**src/rtl/calculator_ctrl_pkg.sv**
```systemverilog
// Shared definitions for the calculator operation sequencer: function codes,
// FSM state encoding and the error display pattern.
package calc_pkg;

    typedef enum logic [2:0] {
        FUNC_ADD = 3'd0,
        FUNC_SUB = 3'd1,
        FUNC_MUL = 3'd2,
        FUNC_DIV = 3'd3,
        FUNC_MOD = 3'd4,
        FUNC_SHL = 3'd5,
        FUNC_SHR = 3'd6,
        FUNC_CLR = 3'd7
    } func_t;

    typedef enum logic [1:0] {
        ST_IDLE   = 2'd0,
        ST_LAUNCH = 2'd1,
        ST_WAIT   = 2'd2
    } state_t;

    localparam logic [31:0] ERR_PATTERN = 32'hEEEE_EEEE;

    // Division and modulo are the only operations that cannot take a zero B.
    function automatic logic needs_nonzero_b(logic [2:0] f);
        return (f == FUNC_DIV) || (f == FUNC_MOD);
    endfunction

endpackage

```
**src/rtl/calculator_ctrl_if.sv**
```systemverilog
// Launch/completion handshake between the sequencer (master) and the
// iterative calculator datapath (slave).
interface calculator_ctrl_if;

    logic        op_start;
    logic [2:0]  op_func;
    logic [7:0]  op_a;
    logic [7:0]  op_b;
    logic        op_done;
    logic [31:0] op_result;
    logic        op_err;

    modport master (
        output op_start, op_func, op_a, op_b,
        input  op_done, op_result, op_err
    );

    modport slave (
        input  op_start, op_func, op_a, op_b,
        output op_done, op_result, op_err
    );

endinterface

```
**src/rtl/calculator_ctrl_btn_debounce.sv**
```systemverilog
// Push-button conditioning: 2-FF synchronizer, stable-count filter and a
// registered one-cycle pulse on each rising edge of the filtered level.
module btn_debounce #(
    parameter int DEBOUNCE_CYCLES = 20000
) (
    input  logic clk,
    input  logic rst,
    input  logic button,
    output logic press
);

    localparam int CW = $clog2(DEBOUNCE_CYCLES + 1);
    localparam logic [CW-1:0] CNT_LAST = CW'(DEBOUNCE_CYCLES - 1);

    logic          sync1;
    logic          sync2;
    logic          level;
    logic [CW-1:0] cnt;

    // Any cycle where the synchronized input agrees with the filtered level
    // restarts the count, so only an unbroken run of disagreement toggles it.
    always_ff @(posedge clk or posedge rst) begin
        if (rst) begin
            sync1 <= 1'b0;
            sync2 <= 1'b0;
            level <= 1'b0;
            cnt   <= '0;
            press <= 1'b0;
        end else begin
            sync1 <= button;
            sync2 <= sync1;
            press <= 1'b0;
            if (sync2 == level) begin
                cnt <= '0;
            end else if (cnt == CNT_LAST) begin
                level <= sync2;
                cnt   <= '0;
                press <= sync2;
            end else begin
                cnt <= cnt + CW'(1);
            end
        end
    end

endmodule

```
**src/rtl/calculator_ctrl.sv**
```systemverilog
// Operation sequencer: accepts debounced button presses, launches the datapath
// and holds the result and status for the display driver.
module calculator_ctrl
    import calc_pkg::*;
#(
    parameter int DEBOUNCE_CYCLES = 20000,
    parameter int TIMEOUT_CYCLES  = 64
) (
    input  logic               clk,
    input  logic               rst,
    input  logic               button,
    input  logic [2:0]         func,
    input  logic [7:0]         num1,
    input  logic [7:0]         num2,
    calculator_ctrl_if.master  dp,
    output logic [31:0]        cal_result,
    output logic               result_valid,
    output logic               busy,
    output logic               error
);

    localparam int TW = $clog2(TIMEOUT_CYCLES + 1);
    // The counter starts one cycle after op_start, so expiry is two counts
    // early to land exactly TIMEOUT_CYCLES cycles after the launch pulse.
    localparam logic [TW-1:0] TMO_LAST = TW'(TIMEOUT_CYCLES - 2);

    logic          press;
    state_t        state;
    logic [TW-1:0] tmo_cnt;

    btn_debounce #(
        .DEBOUNCE_CYCLES(DEBOUNCE_CYCLES)
    ) u_debounce (
        .clk   (clk),
        .rst   (rst),
        .button(button),
        .press (press)
    );

    always_ff @(posedge clk or posedge rst) begin
        if (rst) begin
            state        <= ST_IDLE;
            tmo_cnt      <= '0;
            dp.op_start  <= 1'b0;
            dp.op_func   <= '0;
            dp.op_a      <= '0;
            dp.op_b      <= '0;
            cal_result   <= '0;
            result_valid <= 1'b0;
            busy         <= 1'b0;
            error        <= 1'b0;
        end else begin
            dp.op_start <= 1'b0;
            case (state)
                ST_IDLE: begin
                    if (press) begin
                        if (func == FUNC_CLR) begin
                            cal_result   <= '0;
                            result_valid <= 1'b0;
                            error        <= 1'b0;
                        end else if (needs_nonzero_b(func) && (num2 == 8'd0)) begin
                            cal_result   <= ERR_PATTERN;
                            result_valid <= 1'b1;
                            error        <= 1'b1;
                        end else begin
                            dp.op_func  <= func;
                            dp.op_a     <= num1;
                            dp.op_b     <= num2;
                            dp.op_start <= 1'b1;
                            busy        <= 1'b1;
                            state       <= ST_LAUNCH;
                        end
                    end
                end
                ST_LAUNCH: begin
                    tmo_cnt <= '0;
                    state   <= ST_WAIT;
                end
                ST_WAIT: begin
                    // Completion is checked first so a simultaneous timeout loses.
                    if (dp.op_done) begin
                        cal_result   <= dp.op_result;
                        error        <= dp.op_err;
                        result_valid <= 1'b1;
                        busy         <= 1'b0;
                        state        <= ST_IDLE;
                    end else if (tmo_cnt == TMO_LAST) begin
                        cal_result   <= ERR_PATTERN;
                        error        <= 1'b1;
                        result_valid <= 1'b1;
                        busy         <= 1'b0;
                        state        <= ST_IDLE;
                    end else begin
                        tmo_cnt <= tmo_cnt + TW'(1);
                    end
                end
                default: begin
                    busy  <= 1'b0;
                    state <= ST_IDLE;
                end
            endcase
        end
    end

endmodule

```
**src/flat_wrapper.sv**
```systemverilog
// flat-port wrapper written by rule: the top's interface ports become plain ports
module calculator_ctrl_flat import calc_pkg::*;
#(
    parameter int DEBOUNCE_CYCLES = 20000,
    parameter int TIMEOUT_CYCLES  = 64
)
  (clk, rst, button, func, num1, num2, cal_result, result_valid, busy, error, dp_op_start, dp_op_func, dp_op_a, dp_op_b, dp_op_done, dp_op_result, dp_op_err);
  calculator_ctrl_if dp_i ();
  input  logic clk;
  input  logic rst;
  input  logic button;
  input  logic [2:0] func;
  input  logic [7:0] num1;
  input  logic [7:0] num2;
  output logic [31:0] cal_result;
  output logic result_valid;
  output logic busy;
  output logic error;
  output wire logic [$bits(dp_i.op_start)-1:0] dp_op_start;
  output wire logic [$bits(dp_i.op_func)-1:0] dp_op_func;
  output wire logic [$bits(dp_i.op_a)-1:0] dp_op_a;
  output wire logic [$bits(dp_i.op_b)-1:0] dp_op_b;
  input wire logic [$bits(dp_i.op_done)-1:0] dp_op_done;
  input wire logic [$bits(dp_i.op_result)-1:0] dp_op_result;
  input wire logic [$bits(dp_i.op_err)-1:0] dp_op_err;
  assign dp_op_start = dp_i.op_start;
  assign dp_op_func = dp_i.op_func;
  assign dp_op_a = dp_i.op_a;
  assign dp_op_b = dp_i.op_b;
  assign dp_i.op_done = dp_op_done;
  assign dp_i.op_result = dp_op_result;
  assign dp_i.op_err = dp_op_err;
  calculator_ctrl #(.DEBOUNCE_CYCLES(DEBOUNCE_CYCLES), .TIMEOUT_CYCLES(TIMEOUT_CYCLES)) u_core (.clk(clk), .rst(rst), .button(button), .func(func), .num1(num1), .num2(num2), .dp(dp_i), .cal_result(cal_result), .result_valid(result_valid), .busy(busy), .error(error));
endmodule
```
**config.mk**
```make
export PLATFORM = sky130hd
export DESIGN_NAME = calculator_ctrl_flat
export DESIGN_NICKNAME = d
export VERILOG_FILES = /design/src/rtl/calculator_ctrl_pkg.sv /design/src/rtl/calculator_ctrl_if.sv /design/src/rtl/calculator_ctrl_btn_debounce.sv /design/src/rtl/calculator_ctrl.sv /design/src/flat_wrapper.sv
export SDC_FILE = /design/constraint.sdc
export NUM_CORES = 1
export LEC_CHECK = 0
export BUFFER_PORTS_ARGS = -buffer_cell sky130_fd_sc_hd__buf_2
export CAP_MARGIN = 20
export CORE_ASPECT_RATIO = 0.6
export CORE_MARGIN = 2
export CORE_UTILIZATION = 35
export DETAILED_ROUTE_END_ITERATION = 10
export HOLD_SLACK_MARGIN = 0.1
export MAX_ROUTING_LAYER = met4
export PLACE_DENSITY = 0.63
export SYNTH_ARGS = -nofsm -noshare
export SYNTH_HDL_FRONTEND = slang
export SYNTH_SLANG_ARGS = --single-unit
```
**constraint.sdc**
```tcl
create_clock -name clk -period 3.34 [get_ports clk]
set_clock_uncertainty 0.05 [all_clocks]
set_input_delay 0.668 -clock clk [delete_from_list [all_inputs] [get_ports clk]]
set_output_delay 0.668 -clock clk [all_outputs]
set_load 0.03 [all_outputs]
```
* After elaboration in Yosys (flattened, before gate mapping) *
Cells that the tools add are included.

word-level totals
  input port bits = 56
  output and inout port bits = 55
  bits in registers = 83

operators by class
  add/sub/neg operators = 2
  reductions and logical operators = 12
  equal/unequal tests = 15
  bitwise operators = 4
  muxes and demuxes = 37

operators by type and width
  operator                 number
  $mux W32                 5
  $pmux W32 S2             1
  $mux W15                 2
  $mux W1                  17
  $add A15 B1 Y15 const B  1
  $eq A15 B15 Y1 const B   1
  $mux W7                  2
  $pmux W7 S2              1
  $reduce_and A4 Y1        3
  $mux W2                  5
  $ne A2 B2 Y1 const B     5
  $logic_not A8 Y1         1
  $add A7 B1 Y7 const B    1
  $eq A7 B6 Y1 const B     1
  $eq A3 B3 Y1 const B     2
  $pmux W2 S3              1
  $reduce_and A5 Y1        1
  $not A1 Y1               4
  $pmux W1 S2              2
  $reduce_bool A2 Y1       2
  $eq A3 B2 Y1 const B     1
  $ne A3 B1 Y1 const B     1
  $ne A3 B2 Y1 const B     1
  $pmux W1 S3              1
  8 further kinds          8

* Longest topological paths before layout *
Gate-level depths: netlist of run 1.

  depth after elaboration = 7
  mapped depth = 9
  mapped depth without buffers = 7

* Modules after synthesis *
From an unflattened synthesis of run 1, not the netlist that was laid out.

unflattened totals
  cells, all modules = 335
  area total of the unflattened synthesis = 3,881.2 um2

by module, submodules not included
  module           instances  area an instance (um2)  cells an instance
  calculator_ctrl  1          2,929.1                 254
  btn_debounce     1          952.2                   81

* Worst setup path before layout of run 1 *
No wires, ideal clock.

  path type = input to register
  start point = input port num2[0]
  end point = register u_core.cal_result[0]
  arrival = 2.174 ns
  path buffers = 3
  path slack = 0.995 ns
  setup time = 0.121 ns
  stages = 8
  data required time = 3.169 ns
  path through = nor4_4 a22oi_2 o21a_1 buf_6 or3_1 buf_6 buf_6 a22o_1

on the way
  cells in the longest elaborated chain, start to end = 4

RTL lines
  element                      line                   RTL
  start, declared              flat_wrapper.sv:14     input logic [7:0] num2;
  $logic_not A8 Y1             calculator_ctrl.sv:61  end else if (needs_nonzero_b(func) && (num2 == 8'd0)) begin
  $logic_and A1 B1 Y1          calculator_ctrl.sv:61
  $ne A3 B1 Y1 (no line)       n/a
  $reduce_and A4 Y1 (no line)  n/a
  end signal, assigned         calculator_ctrl.sv:82  cal_result <= dp.op_result;
  end, declared                calculator_ctrl.sv:16  output logic [31:0] cal_result,

Every way passes these cells.
A chain may end at the register's enable or synchronous reset.

* Worst setup path after layout of run 1 *
  start point = register u_core.state[0]
  end point = register u_core.result_valid

on the way
  cells in the longest elaborated chain, start to end = 3
  elaborated cells between the ends (all ways) = 8
  those cells by class = eq/ne (4); mux (1); reduce/logical (3)

RTL lines
  element                                                  line                   RTL
  start, declared                                          calculator_ctrl.sv:28  state_t state;
  start signal, assigned                                   calculator_ctrl.sv:42  state <= ST_IDLE;
  start signal, assigned                                   calculator_ctrl.sv:71  state <= ST_LAUNCH;
  start signal, assigned                                   calculator_ctrl.sv:77  state <= ST_WAIT;
  $eq A2 B2 Y1 / $logic_not A2 Y1 (equally long branches)  calculator_ctrl.sv:54  case (state)
  $ne A3 B2 Y1 (no line), or another cell as far along     n/a
  $reduce_and A4 Y1 (no line)                              n/a
  end signal, assigned                                     calculator_ctrl.sv:49  result_valid <= 1'b0;
  end signal, assigned                                     calculator_ctrl.sv:59  result_valid <= 1'b0;
  end signal, assigned                                     calculator_ctrl.sv:63  result_valid <= 1'b1;
  end, declared                                            calculator_ctrl.sv:17  output logic result_valid,

Parallel ways exist; a longest one is shown, timed or not.

==> results of run 1 <==
## sequential cells by signal, indices dropped and copies added, names as in the netlist
| name | cells |
|---|---|
| u_core.u_debounce.cnt | 15 |
| u_core.error | 1 |
| u_core.u_debounce.press | 1 |
| u_core.result_valid | 1 |
| u_core.tmo_cnt | 7 |
| u_core.busy | 1 |
| u_core.u_debounce.sync1 | 1 |
| u_core.dp.op_a | 8 |
| u_core.state | 2 |
| u_core.dp.op_b | 8 |
| u_core.u_debounce.level | 1 |
| u_core.dp.op_start | 1 |
| u_core.cal_result | 32 |
| u_core.u_debounce.sync2 | 1 |
| u_core.dp.op_func | 3 |
## final cells by class
class / count / area (um^2) / area share, %
Tap cell: 135 / 169 / 3.67
Clock inverter: 7 / 51.3 / 1.11
Multi-Input combinational cell: 215 / 1450 / 31.5
Inverter: 7 / 27.5 / 0.597
Timing Repair Buffer: 116 / 608 / 13.2
Sequential cell: 83 / 2080 / 45.1
Clock buffer: 9 / 225 / 4.89
## placed cells by master (no fill, tap or decap), drive strengths merged, types with 2 or more instances in the layout
cell / count
a211oi: 2
a21oi: 6
a22o: 8
and3: 4
buf: 116
clkbuf: 9
clkinv: 4
clkinvlp: 2
dfrtp: 83
ha: 3
inv: 8
mux2: 21
nand2: 10
nand2b: 4
nand3: 12
nand3b: 2
nand4: 3
nor2: 25
nor2b: 2
nor3b: 3
nor4: 3
o21ai: 54
o31ai: 25
xnor2: 10
xor2: 9
## metrics by stage
stage                     instances  hold slack, ns  total power (W)  instance area (um^2)  setup slack, ns
after CTS                       572           0.305          0.00237                  4610            0.894
after global placement          556           0.282          0.00144                  4330            0.585
final                           572           0.305          0.00234                  4610            0.868
after detailed placement        556           0.292          0.00145                  4330            0.531
after floorplan                 325           0.281          0.00132                  3660            0.485
after global routing            572           0.311          0.00245                  4610            0.735
## cell families after synthesis
family / synth area share, %
AO/OA/AOI/OAI: 16.4
adder cells (fa/ha/maj): 1.02
flip-flops: 56.7
multiplexers: 6.73
XOR/XNOR: 4.54
buffers and inverters: 3.86
AND/OR/NAND/NOR: 10.8
## power by group through the flow
stage | sequential (W) | combinational [W] | clock, W
finish | 0.00111 | 0.000320 | 0.000907
global route | 0.00112 | 0.000352 | 0.000984
CTS | 0.00111 | 0.000325 | 0.000931
detailed placement | 0.00113 | 0.000325 | 0
global placement | 0.00113 | 0.000318 | 0
floorplan | 0.00122 | 0.000101 | 0
## Yosys cell counts (all sizes together)
cell type  instances
xnor2             10
a22o               8
inv                7
a22oi              1
or3                1
o31ai             25
clkbuf            11
o21ai             54
nand4              3
a21oi              6
nor3b              3
and3               4
nand3             12
nand4bb            1
nor2b              2
buf                9
nor4               3
nor2              25
and4               1
o21a               1
mux2i              1
or2                1
mux2              21
nand2b             4
a211oi             2
dfrtp             83
nand3b             2
a31oi              1
nor3               1
xor2               9
ha                 3
nand2             10
## layer usage
metal  wire, um  GRT usage [%]  share of wire, %  up-vias
met5          0              -                 0        -
met3        600           5.68               6.9        5
met1       4340           23.0                50     1391
met4         42           3.03              0.48        0
li1           -              -                 -     1380
met2       3740           22.7                43       91
## worst max-delay path, stage by stage, from the launching register on
cell,delay [ns]
dfrtp_1,0.66
nand2b_1,0.21
nand4_1,0.81
mux2_2,0.62
## path summary, 6_finish.rpt
check                                         from                        to  depth (start not counted)
max                                u_core.state[0]       u_core.result_valid                          3
min                        u_core.u_debounce.sync1   u_core.u_debounce.sync2                          0
max reg2reg                        u_core.state[0]       u_core.result_valid                          3
min reg2reg                u_core.u_debounce.sync1   u_core.u_debounce.sync2                          0
max in group asynchronous                      rst  u_core.u_debounce.cnt[9]                          3
min in group asynchronous                      rst      u_core.cal_result[0]                          2
==> results by group, run 1 <==
Synthesis
  • Total nets after synthesis: 384
  • Mean Syn Cell Area: 11.3 um^2
  • Post-synthesis cell type count: 36
  • Synth top area cells: dfrtp_1, o21ai_0, mux2_2
  • Sequential fraction of the synthesis area: 56.7%
  • Yosys top cell by area: dfrtp_1
  • Post-synth top area share: 56.7%
  • Syn. warnings: 0
  • Mapped Area: 3660 um^2
  • Register bit total from synthesis: 83
  • Cells after Synth: 325

Clock tree
  • Clock slew at reported path FFs: 0.06 ns
  • Max clock buf depth: 2
  • H-tree depth: 3
  • TritonCTS clock tree: built
  • Cts bufs inserted: 9
  • Post-CTS Setup Repair Bufs: 0
  • Hold buffer count at CTS: 0
  • Post_cts resized: 0
  • Sink Count: 83
  • Worst skew pair latency: 0.33 ns
  • Clk root buf: clkbuf_16

STA
  • Final setup viols: 0
  • Fin Setup TNS: 0 ns
  • Max Slew Vio Count: 0
  • RSZ-0062 raised after global routing: false
  • Count of final hold-check violations: 0
  • Post-layout minimum cycle time: 2.47 ns
  • Tcrit/Tclk final: 74.0%
  • Rel. slew slack: 31.1%
  • F_max: 405 MHz
  • Least-Margin Pin Slew: 1.03 ns

Cells and area
  • Nets: 491
  • Fillers: 963
  • Antenna cells: 0
  • Final Core Density: 46.0%
  • Share of layout cells above drive strength 1: 36.4%
  • Area added between synthesis and finish: 25.7%

Detailed routing
  • DR iter-0 viols: 168
  • Post-Route WL: 8.72 mm
  • Routed Antenna Nets: 0
  • Wire per inst: 15.2 um
  • Routed vias/inst: 5.01
  • DR vias: 2867
  • DRC violations left: 0
  • First-pass DRT Iterations: 4

Placement
  • HPWL Detailed: 6.20 mm
  • Port buffer count: 110
  • GP Congestion: 0.787

Power
  • Internal power: 0.00169 W
  • Pwr dens: 507 nW/um^2
  • Sw power: 0.000652 W
  • Share of power burned in registers: 47.5%
  • Clock network fraction of total power: 38.8%
  • Comb pwr share: 13.7%
  • Sw frac: 27.9%
  • Pleak: 2.22 nW
  • Worst IR Drop VDD: 240 uV

Setup path
  • Crit path DAT: 2.63 ns
  • Worst path required time: 3.50 ns
  • Kind of critical path: flip-flop to flip-flop
  • Worst setup EP type: flip-flop
  • Critical path peak fanout: 26
  • Reg2reg setup slack: 0.87 ns
  • Startpoint types: flip-flop

Global route
  • GRT Total Usage: 16.3%
  • First-pass GRT wire length: 14.0 mm
  • GRT overflow: 0
  • Pin count of the biggest net entering global routing: 50
  • Number of global-route vias before repair: 2774
  • Initial antenna violation count: 0

Flow run
  • Max-Cap Viols: 0

Status
  • Status: finished, final reports clean

Die
  • Io pins: 111
  • Die area: 11300 um^2
  • Rows: 28
  • Die W: 136 um
  • Initial core utilization: 36.6%
  • Die Y-Extent: 83.3 um
  • Core ar.: 10000 um^2

Min path
  • HP Class: flip-flop to flip-flop
Note: power is estimated with default switching activity, not from simulation.
==> run 2, diff against run 1 <==
--- a/config.mk
+++ b/config.mk
@@ -5,6 +5,7 @@
 export SDC_FILE = /design/constraint.sdc
 export NUM_CORES = 1
 export LEC_CHECK = 0
+export ABC_AREA = 1
 export BUFFER_PORTS_ARGS = -buffer_cell sky130_fd_sc_hd__buf_2
 export CAP_MARGIN = 20
 export CORE_ASPECT_RATIO = 0.6
@@ -13,7 +14,7 @@
 export DETAILED_ROUTE_END_ITERATION = 10
 export HOLD_SLACK_MARGIN = 0.1
 export MAX_ROUTING_LAYER = met4
-export PLACE_DENSITY = 0.63
+export PLACE_DENSITY = 0.65
 export SYNTH_ARGS = -nofsm -noshare
 export SYNTH_HDL_FRONTEND = slang
 export SYNTH_SLANG_ARGS = --single-unit
==> constraint.sdc (replaced) <==
create_clock -name clk -period 2 [get_ports clk]
set_clock_uncertainty 0.05 [all_clocks]
set_input_delay 0.4 -clock clk [delete_from_list [all_inputs] [get_ports clk]]
set_output_delay 0.4 -clock clk [all_outputs]
set_load 0.03 [all_outputs]
==> results by group, run 2 <==
Status
  • Status: finished, final reports clean

Detailed routing
  • First-pass DRT Iterations: 4 (unchanged)
  • DR vias: 3594 (+25%)
  • Routed Antenna Nets: 0 (unchanged)
  • Wire per inst: 12.8 um (-16%)
  • DR iter-0 viols: 192 (+14%)
  • DRC violations left: 0 (unchanged)
  • Post-Route WL: 9.71 mm (+11%)
  • Routed vias/inst: 4.74 (-5.4%)

Setup path
  • FF-to-FF Start: u_core.u_debounce.cnt[0]
  • Delay of the slowest cell on the worst path: 0.40 ns (-0.41 ns)
  • Worst setup EP type: flip-flop
  • R2R Path End: u_core.u_debounce.cnt[10]
  • Top delay family on crit path: simple AND/OR/NAND/NOR gates
  • Cell repeated most along the worst path: nor2_1
  • Kind of critical path: flip-flop to flip-flop
  • Worst path cell trace: ha_1 -> nand2_1 -> nor2_1 -> nand4_1 -> nand3_1 -> nor2_1
  • Slowest cell on the critical path: dfrtp_1
  • Reg2reg setup slack: 0.21 ns (-0.66 ns)
  • Worst path required time: 2.15 ns (-1.35 ns)
  • Startpoint types: flip-flop
  • Cells on worst reg2reg path: 6 (+3)
  • Buffer and inverter count on the worst path: 0 (unchanged)
  • Crit path DAT: 1.94 ns (-0.69 ns)
  • Critical path peak fanout: 6 (-77%)

Power
  • Clock network fraction of total power: 42.0% (+3.2 points)
  • Worst IR Drop VDD: 411 uV (+71%)
  • Comb pwr share: 13.6% (about the same)
  • Sw frac: 26.0% (-1.9 points)
  • Sw power: 0.00108 W (+66%)
  • Internal power: 0.00309 W (+83%)
  • Share of power burned in registers: 44.4% (-3.1 points)
  • Pwr dens: 838 nW/um^2 (+65%)
  • Pleak: 2.65 nW (+19%)

STA
  • Tcrit/Tclk final: 89.6% (+16 points)
  • Fin Setup TNS: 0 ns (unchanged)
  • Count of final hold-check violations: 0 (unchanged)
  • Rel. slew slack: 55.9% (+25 points)
  • RSZ-0062 raised after global routing: false
  • Least-Margin Pin Slew: 0.660 ns (-0.370 ns)
  • Max Slew Vio Count: 0 (unchanged)
  • Post-layout minimum cycle time: 1.79 ns (-0.681 ns)
  • Final setup viols: 0 (unchanged)
  • F_max: 558 MHz (+38%)

Global route
  • GRT overflow: 0 (unchanged)
  • Initial antenna violation count: 0 (unchanged)
  • GRT Total Usage: 16.9% (+0.67 points)
  • Number of global-route vias before repair: 3257 (+17%)
  • First-pass GRT wire length: 15.7 mm (+12%)
  • Pin count of the biggest net entering global routing: 42 (-16%)

Die
  • Io pins: 111 (unchanged)
  • Die W: 141 um (+3.3%)
  • Initial core utilization: 36.5% (-0.10 points)
  • Die area: 12100 um^2 (+6.6%)
  • Die Y-Extent: 86.0 um (+3.2%)
  • Core ar.: 10700 um^2 (+7.2%)
  • Rows: 29 (+3.6%)

Synthesis
  • Post-synthesis cell type count: 27 (-25%)
  • Mean Syn Cell Area: 7.87 um^2 (-30%)
  • Register bit total from synthesis: 83 (unchanged)
  • Cells after Synth: 498 (+53%)
  • Sequential fraction of the synthesis area: 53.0% (-3.7 points)
  • Async SR Flop Fraction: 100% (unchanged)
  • Top_reg_cell synth: dfrtp_1
  • Most frequent cell after synthesis: nand2_1
  • Synth top area cells: dfrtp_1, nand2_1, nor2_1
  • Post-synth top area share: 53.0% (-3.7 points)
  • Total nets after synthesis: 557 (+45%)
  • Mapped Area: 3920 um^2 (+6.9%)
  • Synth cell count leaders: nand2_1, dfrtp_1, nor2_1
  • Syn. warnings: 0 (unchanged)
  • Yosys top cell by area: dfrtp_1
  • Post-synth EDFFs: 0 (unchanged)

Cells and area
  • Number of flip-flops in the largest register: 32 (unchanged)
  • Share of layout cells above drive strength 1: 23.4% (-13 points)
  • Final cell count without fillers: 758 (+33%)
  • Most common cell after layout, fill and taps aside: nand2_1
  • Commonest cells after routing, fill and taps aside: nand2_1, buf_2, dfrtp_1, nor2_1, nand3_1
  • Antenna cells: 0 (unchanged)
  • Fillers: 1033 (+7.3%)
  • Biggest regs: u_core.cal_result x32, u_core.u_debounce.cnt x15
  • Top reg by flops: u_core.cal_result
  • Area added between synthesis and finish: 27.2%
  • Nets: 673 (+37%)

Clock tree
  • Max clock buf depth: 2 (unchanged)
  • Worst skew pair latency: 0.33 ns (about the same)
  • Sink Count: 83 (unchanged)
  • Clock slew at reported path FFs: 0.06 ns (about the same)
  • Post_cts resized: 0 (unchanged)
  • Clk root buf: clkbuf_16
  • TritonCTS clock tree: built
  • H-tree depth: 3 (unchanged)
  • Cts bufs inserted: 9 (unchanged)

Min path
  • Hold endpoint: u_core.u_debounce.sync1
  • HP Class: input pin to flip-flop
  • Hold Path Stages: 1 (+1)
  • Hold_sp: button

Placement
  • Port buffer count: 110 (unchanged)
  • Placed cells: 741 (+33%)
  • HPWL Detailed: 7.27 mm (+17%)
  • GP Congestion: 0.869 (+10%)

Flow run
  • Max-Cap Viols: 0 (unchanged)
-- run 2: changes by cell type in the layout (fill, tap and decap cells not counted), moves of 5 or more --
cell,before,now
mux2_2,21,0
nor3_1,1,33
nand3_1,12,44
nand2_1,10,173
nor2_1,25,70
o21ai_1,6,0
inv_1,6,29
nand4_1,3,10
xnor2_1,10,1
o21ai_0,48,8
buf_4,5,10
o31ai_1,25,0
a22o_1,8,0
-- run 2: cell type report --
class                   instances  area, um^2  share of cell area [%]
repair buffers                123         676                    13.6
inverters                      33         128                    2.56
well taps                     139         174                    3.49
multi-input cells             364        1610                    32.3
clock buffers                  12         246                    4.94
flip-flops and latches         83        2080                    41.7
clock inverters                 4        73.8                    1.48
-- run 2: kinds of logic (layout without fill, tap and decap cells) --
family	Yosys count	after routing	share of synthesized area (%)
AOI/OAI and AO/OA	16	16	2.11
adders and majority gates	3	3	0.958
xor gates and xnor gates	6	6	1.34
buffers and inverters	51	172	5.88
and+or+nand+nor	339	339	36.7
DFF	83	83	53.0
-- run 2: stage by stage --
step,hold WS (ns),area (um^2),util [%],setup slack [ns],power [W]
floorplan,0.281,3920,-,0.416,0.00223
global placement,0.289,4650,43.3,0.255,0.00245
detailed placement,0.294,4650,43.3,0.223,0.00246
CTS,0.121,4980,46.4,0.200,0.00424
global route,0.122,4980,46.4,0.00769,0.00436
finish,0.138,4980,46.4,0.209,0.00418
-- run 2: repair_timing --
action,CTS,global route
endpoints found under the hold margin,20,0
hold buffers,1,0
buffers inserted,0,0
-- run 2: metal layers --
layer / vias up / track usage (%) / part of all wire (%)
li1: 1819 / - / -
met1: 1681 / 23.5 / 49
met2: 90 / 24.4 / 44
met3: 4 / 4.69 / 6.5
met4: 0 / 4.91 / 0.32
met5: - / - / 0
-- run 2: worst max path at each step --
stage	from	endpoint	slack (ns)	cells past startpoint
after floorplan	u_core.tmo_cnt[0]	u_core.cal_result[0]	0.42	12
after global placement	u_core.state[0]	u_core.tmo_cnt[5]	0.25	8
after detailed placement	u_core.tmo_cnt[0]	u_core.cal_result[27]	0.22	11
after CTS	u_core.tmo_cnt[0]	u_core.cal_result[27]	0.20	11
after global routing	u_core.tmo_cnt[0]	u_core.cal_result[21]	0.008	11
final	u_core.u_debounce.cnt[0]	u_core.u_debounce.cnt[10]	0.21	6
-- run 2: power groups by stage --
stage	logic [W]	clock network (W)	registers (W)
2_1_floorplan	0.000156	0	0.00207
3_3_place_gp	0.000569	0	0.00188
3_5_place_dp	0.000577	0	0.00188
4_1_cts	0.000579	0.00181	0.00185
5_1_grt	0.000626	0.00187	0.00186
6_report	0.000570	0.00175	0.00185
==> run 3, diff against run 2 <==
--- a/config.mk
+++ b/config.mk
@@ -9,12 +9,13 @@
 export BUFFER_PORTS_ARGS = -buffer_cell sky130_fd_sc_hd__buf_2
 export CAP_MARGIN = 20
 export CORE_ASPECT_RATIO = 0.6
-export CORE_MARGIN = 2
 export CORE_UTILIZATION = 35
 export DETAILED_ROUTE_END_ITERATION = 10
 export HOLD_SLACK_MARGIN = 0.1
 export MAX_ROUTING_LAYER = met4
 export PLACE_DENSITY = 0.65
+export SKIP_CTS_REPAIR_TIMING = 1
+export SKIP_LAST_GASP = 1
 export SYNTH_ARGS = -nofsm -noshare
 export SYNTH_HDL_FRONTEND = slang
 export SYNTH_SLANG_ARGS = --single-unit
==> results by group, run 3 (same netlist as run 2, synthesis figures left out) <==
Status
  • Status: finished, violations left
  • Failing checks: design-rule violations

Detailed routing
  • DRC violations left: 8 (+8)
  • DR iter-0 viols: 206 (+7.3%)
  • Routed Antenna Nets: 0 (unchanged)
  • First-pass DRT Iterations: 9 (+5)
  • Post-Route WL: 9.91 mm (+2.0%)
  • DR vias: 3658 (+1.8%)
  • Wire per inst: 13.1 um (+2.4%)
  • Routed vias/inst: 4.85 (+2.2%)

STA
  • Least-Margin Pin Slew: 0.620 ns (-0.0398 ns)
  • Rel. slew slack: 58.5% (+2.7 points)
  • F_max: 561 MHz (+0.58%)
  • Tcrit/Tclk final: 89.1% (-0.52 points)
  • Max Slew Vio Count: 0 (unchanged)
  • Post-layout minimum cycle time: 1.78 ns (-0.0103 ns)
  • Count of final hold-check violations: 0 (unchanged)
  • RSZ-0062 raised after global routing: false
  • Final setup viols: 0 (unchanged)
  • Hold WS: 0.0678 ns (-0.0702 ns)
  • Fin Setup TNS: 0 ns (unchanged)
  • Final WS setup: 0.219 ns (+0.0103 ns)

Die
  • Rows: 29 (unchanged)
  • Die area: 11600 um^2 (-3.7%)
  • Core ar.: 10700 um^2 (unchanged)
  • Initial core utilization: 36.5% (unchanged)
  • Io pins: 111 (unchanged)
  • Die W: 139 um (-1.4%)
  • Die Y-Extent: 84.0 um (-2.3%)

Setup path
  • Worst setup EP type: flip-flop
  • Delay of the slowest cell on the worst path: 0.39 ns (about the same)
  • Reg2reg setup slack: 0.22 ns (about the same)
  • Critical path peak fanout: 26 (+20)
  • Startpoint types: flip-flop
  • FF-to-FF Start: u_core.tmo_cnt[0]
  • Worst path required time: 2.22 ns (+0.07 ns)
  • Slowest cell on the critical path: dfrtp_1
  • Cells on worst reg2reg path: 11 (+5)
  • Crit path DAT: 2.00 ns (+0.06 ns)
  • R2R Path End: u_core.cal_result[22]
  • Worst path cell trace: inv_1 -> ha_1 -> inv_1 -> nor2_1 -> nand2_1 -> nand2_1 -> nand2_1 -> nor2_4 -> buf_4 -> nand3_1 -> nand2_1
  • Cell repeated most along the worst path: nand2_1
  • Kind of critical path: flip-flop to flip-flop

Cells and area
  • Share of layout cells above drive strength 1: 23.5% (+0.11 points)
  • Antenna cells: 0 (unchanged)
  • Biggest regs: u_core.cal_result x32, u_core.u_debounce.cnt x15
  • Nets: 670 (-0.45%)
  • Most common cell after layout, fill and taps aside: nand2_1
  • Fillers: 1058 (+2.4%)
  • Final cell count without fillers: 755 (-0.40%)
  • Top reg by flops: u_core.cal_result
  • Number of flip-flops in the largest register: 32 (unchanged)
  • Finished Cell Area: 4930 um^2 (-1.1%)
  • Commonest cells after routing, fill and taps aside: nand2_1, buf_2, dfrtp_1, nor2_1, nand3_1
  • Area added between synthesis and finish: 25.8%

Placement
  • Post-Place Cell Area: 4630 um^2 (-0.59%)
  • Worst setup slack after placement: 0.233 ns (+0.0102 ns)
  • GP Congestion: 0.910 (+4.7%)
  • HPWL Detailed: 7.26 mm (-0.11%)
  • Placed cells: 739 (-0.27%)
  • Port buffer count: 110 (unchanged)

Clock tree
  • Clock slew at reported path FFs: 0.06 ns (about the same)
  • Clk root buf: clkbuf_16
  • Sink Count: 83 (unchanged)
  • Worst skew pair latency: 0.33 ns (about the same)
  • H-tree depth: 3 (unchanged)
  • TritonCTS clock tree: built
  • Max clock buf depth: 2 (unchanged)
  • Cts bufs inserted: 9 (unchanged)

Global route
  • Number of global-route vias before repair: 3609 (+11%)
  • GRT Total Usage: 19.1% (+2.2 points)
  • First-pass GRT wire length: 17.3 mm (+9.6%)
  • Initial antenna violation count: 0 (unchanged)
  • GRT overflow: 0 (unchanged)
  • Pin count of the biggest net entering global routing: 48 (+14%)

Power
  • Worst IR Drop VDD: 401 uV (-2.5%)
  • Pwr dens: 829 nW/um^2 (-1.1%)
  • Pleak: 2.62 nW (-1.1%)

Min path
  • HP Class: input pin to asynchronous set/reset pin

Flow run
  • Max-Cap Viols: 0 (unchanged)
-- run 3: changes by cell type in the layout (fill, tap and decap cells not counted), sizes merged --
cell,previous run,this run
inv,31,33
dlygate4sd3,1,0
clkbuf,12,9
buf,122,120
bufinv,2,1
clkinvlp,1,2
clkinv,3,4
-- run 3: area by class of cell --
type,count,area [um^2],area share [%]
timing repair buffer,120,638,12.9
multi-input combinational,364,1610,32.7
tap,139,174,3.53
clock buffer,9,225,4.57
clock inverter,7,76.3,1.55
inverter,33,128,2.59
sequential,83,2080,42.1
-- run 3: worst max-delay path by stage --
| stage | startpoint | end | slack [ns] | depth (start not counted) |
|---|---|---|---|---|
| 2_1_floorplan | u_core.tmo_cnt[0] | u_core.cal_result[0] | 0.42 | 12 |
| 3_3_place_gp | u_core.tmo_cnt[0] | u_core.cal_result[27] | 0.29 | 11 |
| 3_5_place_dp | u_core.tmo_cnt[0] | u_core.cal_result[27] | 0.23 | 11 |
| 4_1_cts | u_core.tmo_cnt[0] | u_core.cal_result[22] | 0.21 | 11 |
| 5_1_grt | u_core.tmo_cnt[0] | u_core.cal_result[23] | 0.007 | 11 |
| 6_report | u_core.tmo_cnt[0] | u_core.cal_result[22] | 0.22 | 11 |
-- run 3: where the power goes --
part	switching, W	total (W)	internal (W)	leakage, nW
Sequential	0.0000647	0.00185	0.00179	1.08
Clock	0.000694	0.00167	0.000978	0.148
Combinational	0.000390	0.000561	0.000171	1.39
Total	0.00115	0.00408	0.00294	2.62
-- run 3: layer usage --
layer / wire, um / vias up / GRT usage (%)
met4: 100 / 0 / 5.52
met5: 0 / - / -
met1: 4920 / 1724 / 25.6
li1: - / 1814 / -
met3: 541 / 14 / 4.88
met2: 4340 / 106 / 28.7
-- run 3: critical path, delay by kind of cell, from the launching register on --
| family | cells | cell delay (ns) |
|---|---|---|
| simple gates | 7 | 0.69 |
| buf+inv | 3 | 0.43 |
| flops | 1 | 0.39 |
| fa+ha+maj | 1 | 0.15 |
-- run 3: metrics by stage --
| stage | util [%] | power (W) |
|---|---|---|
| after floorplan | - | 0.00223 |
| after global placement | 43.1 | 0.00244 |
| after CTS | 45.9 | 0.00415 |
| after detailed placement | 43.1 | 0.00245 |
| final | 45.9 | 0.00408 |
| after global routing | 45.9 | 0.00427 |
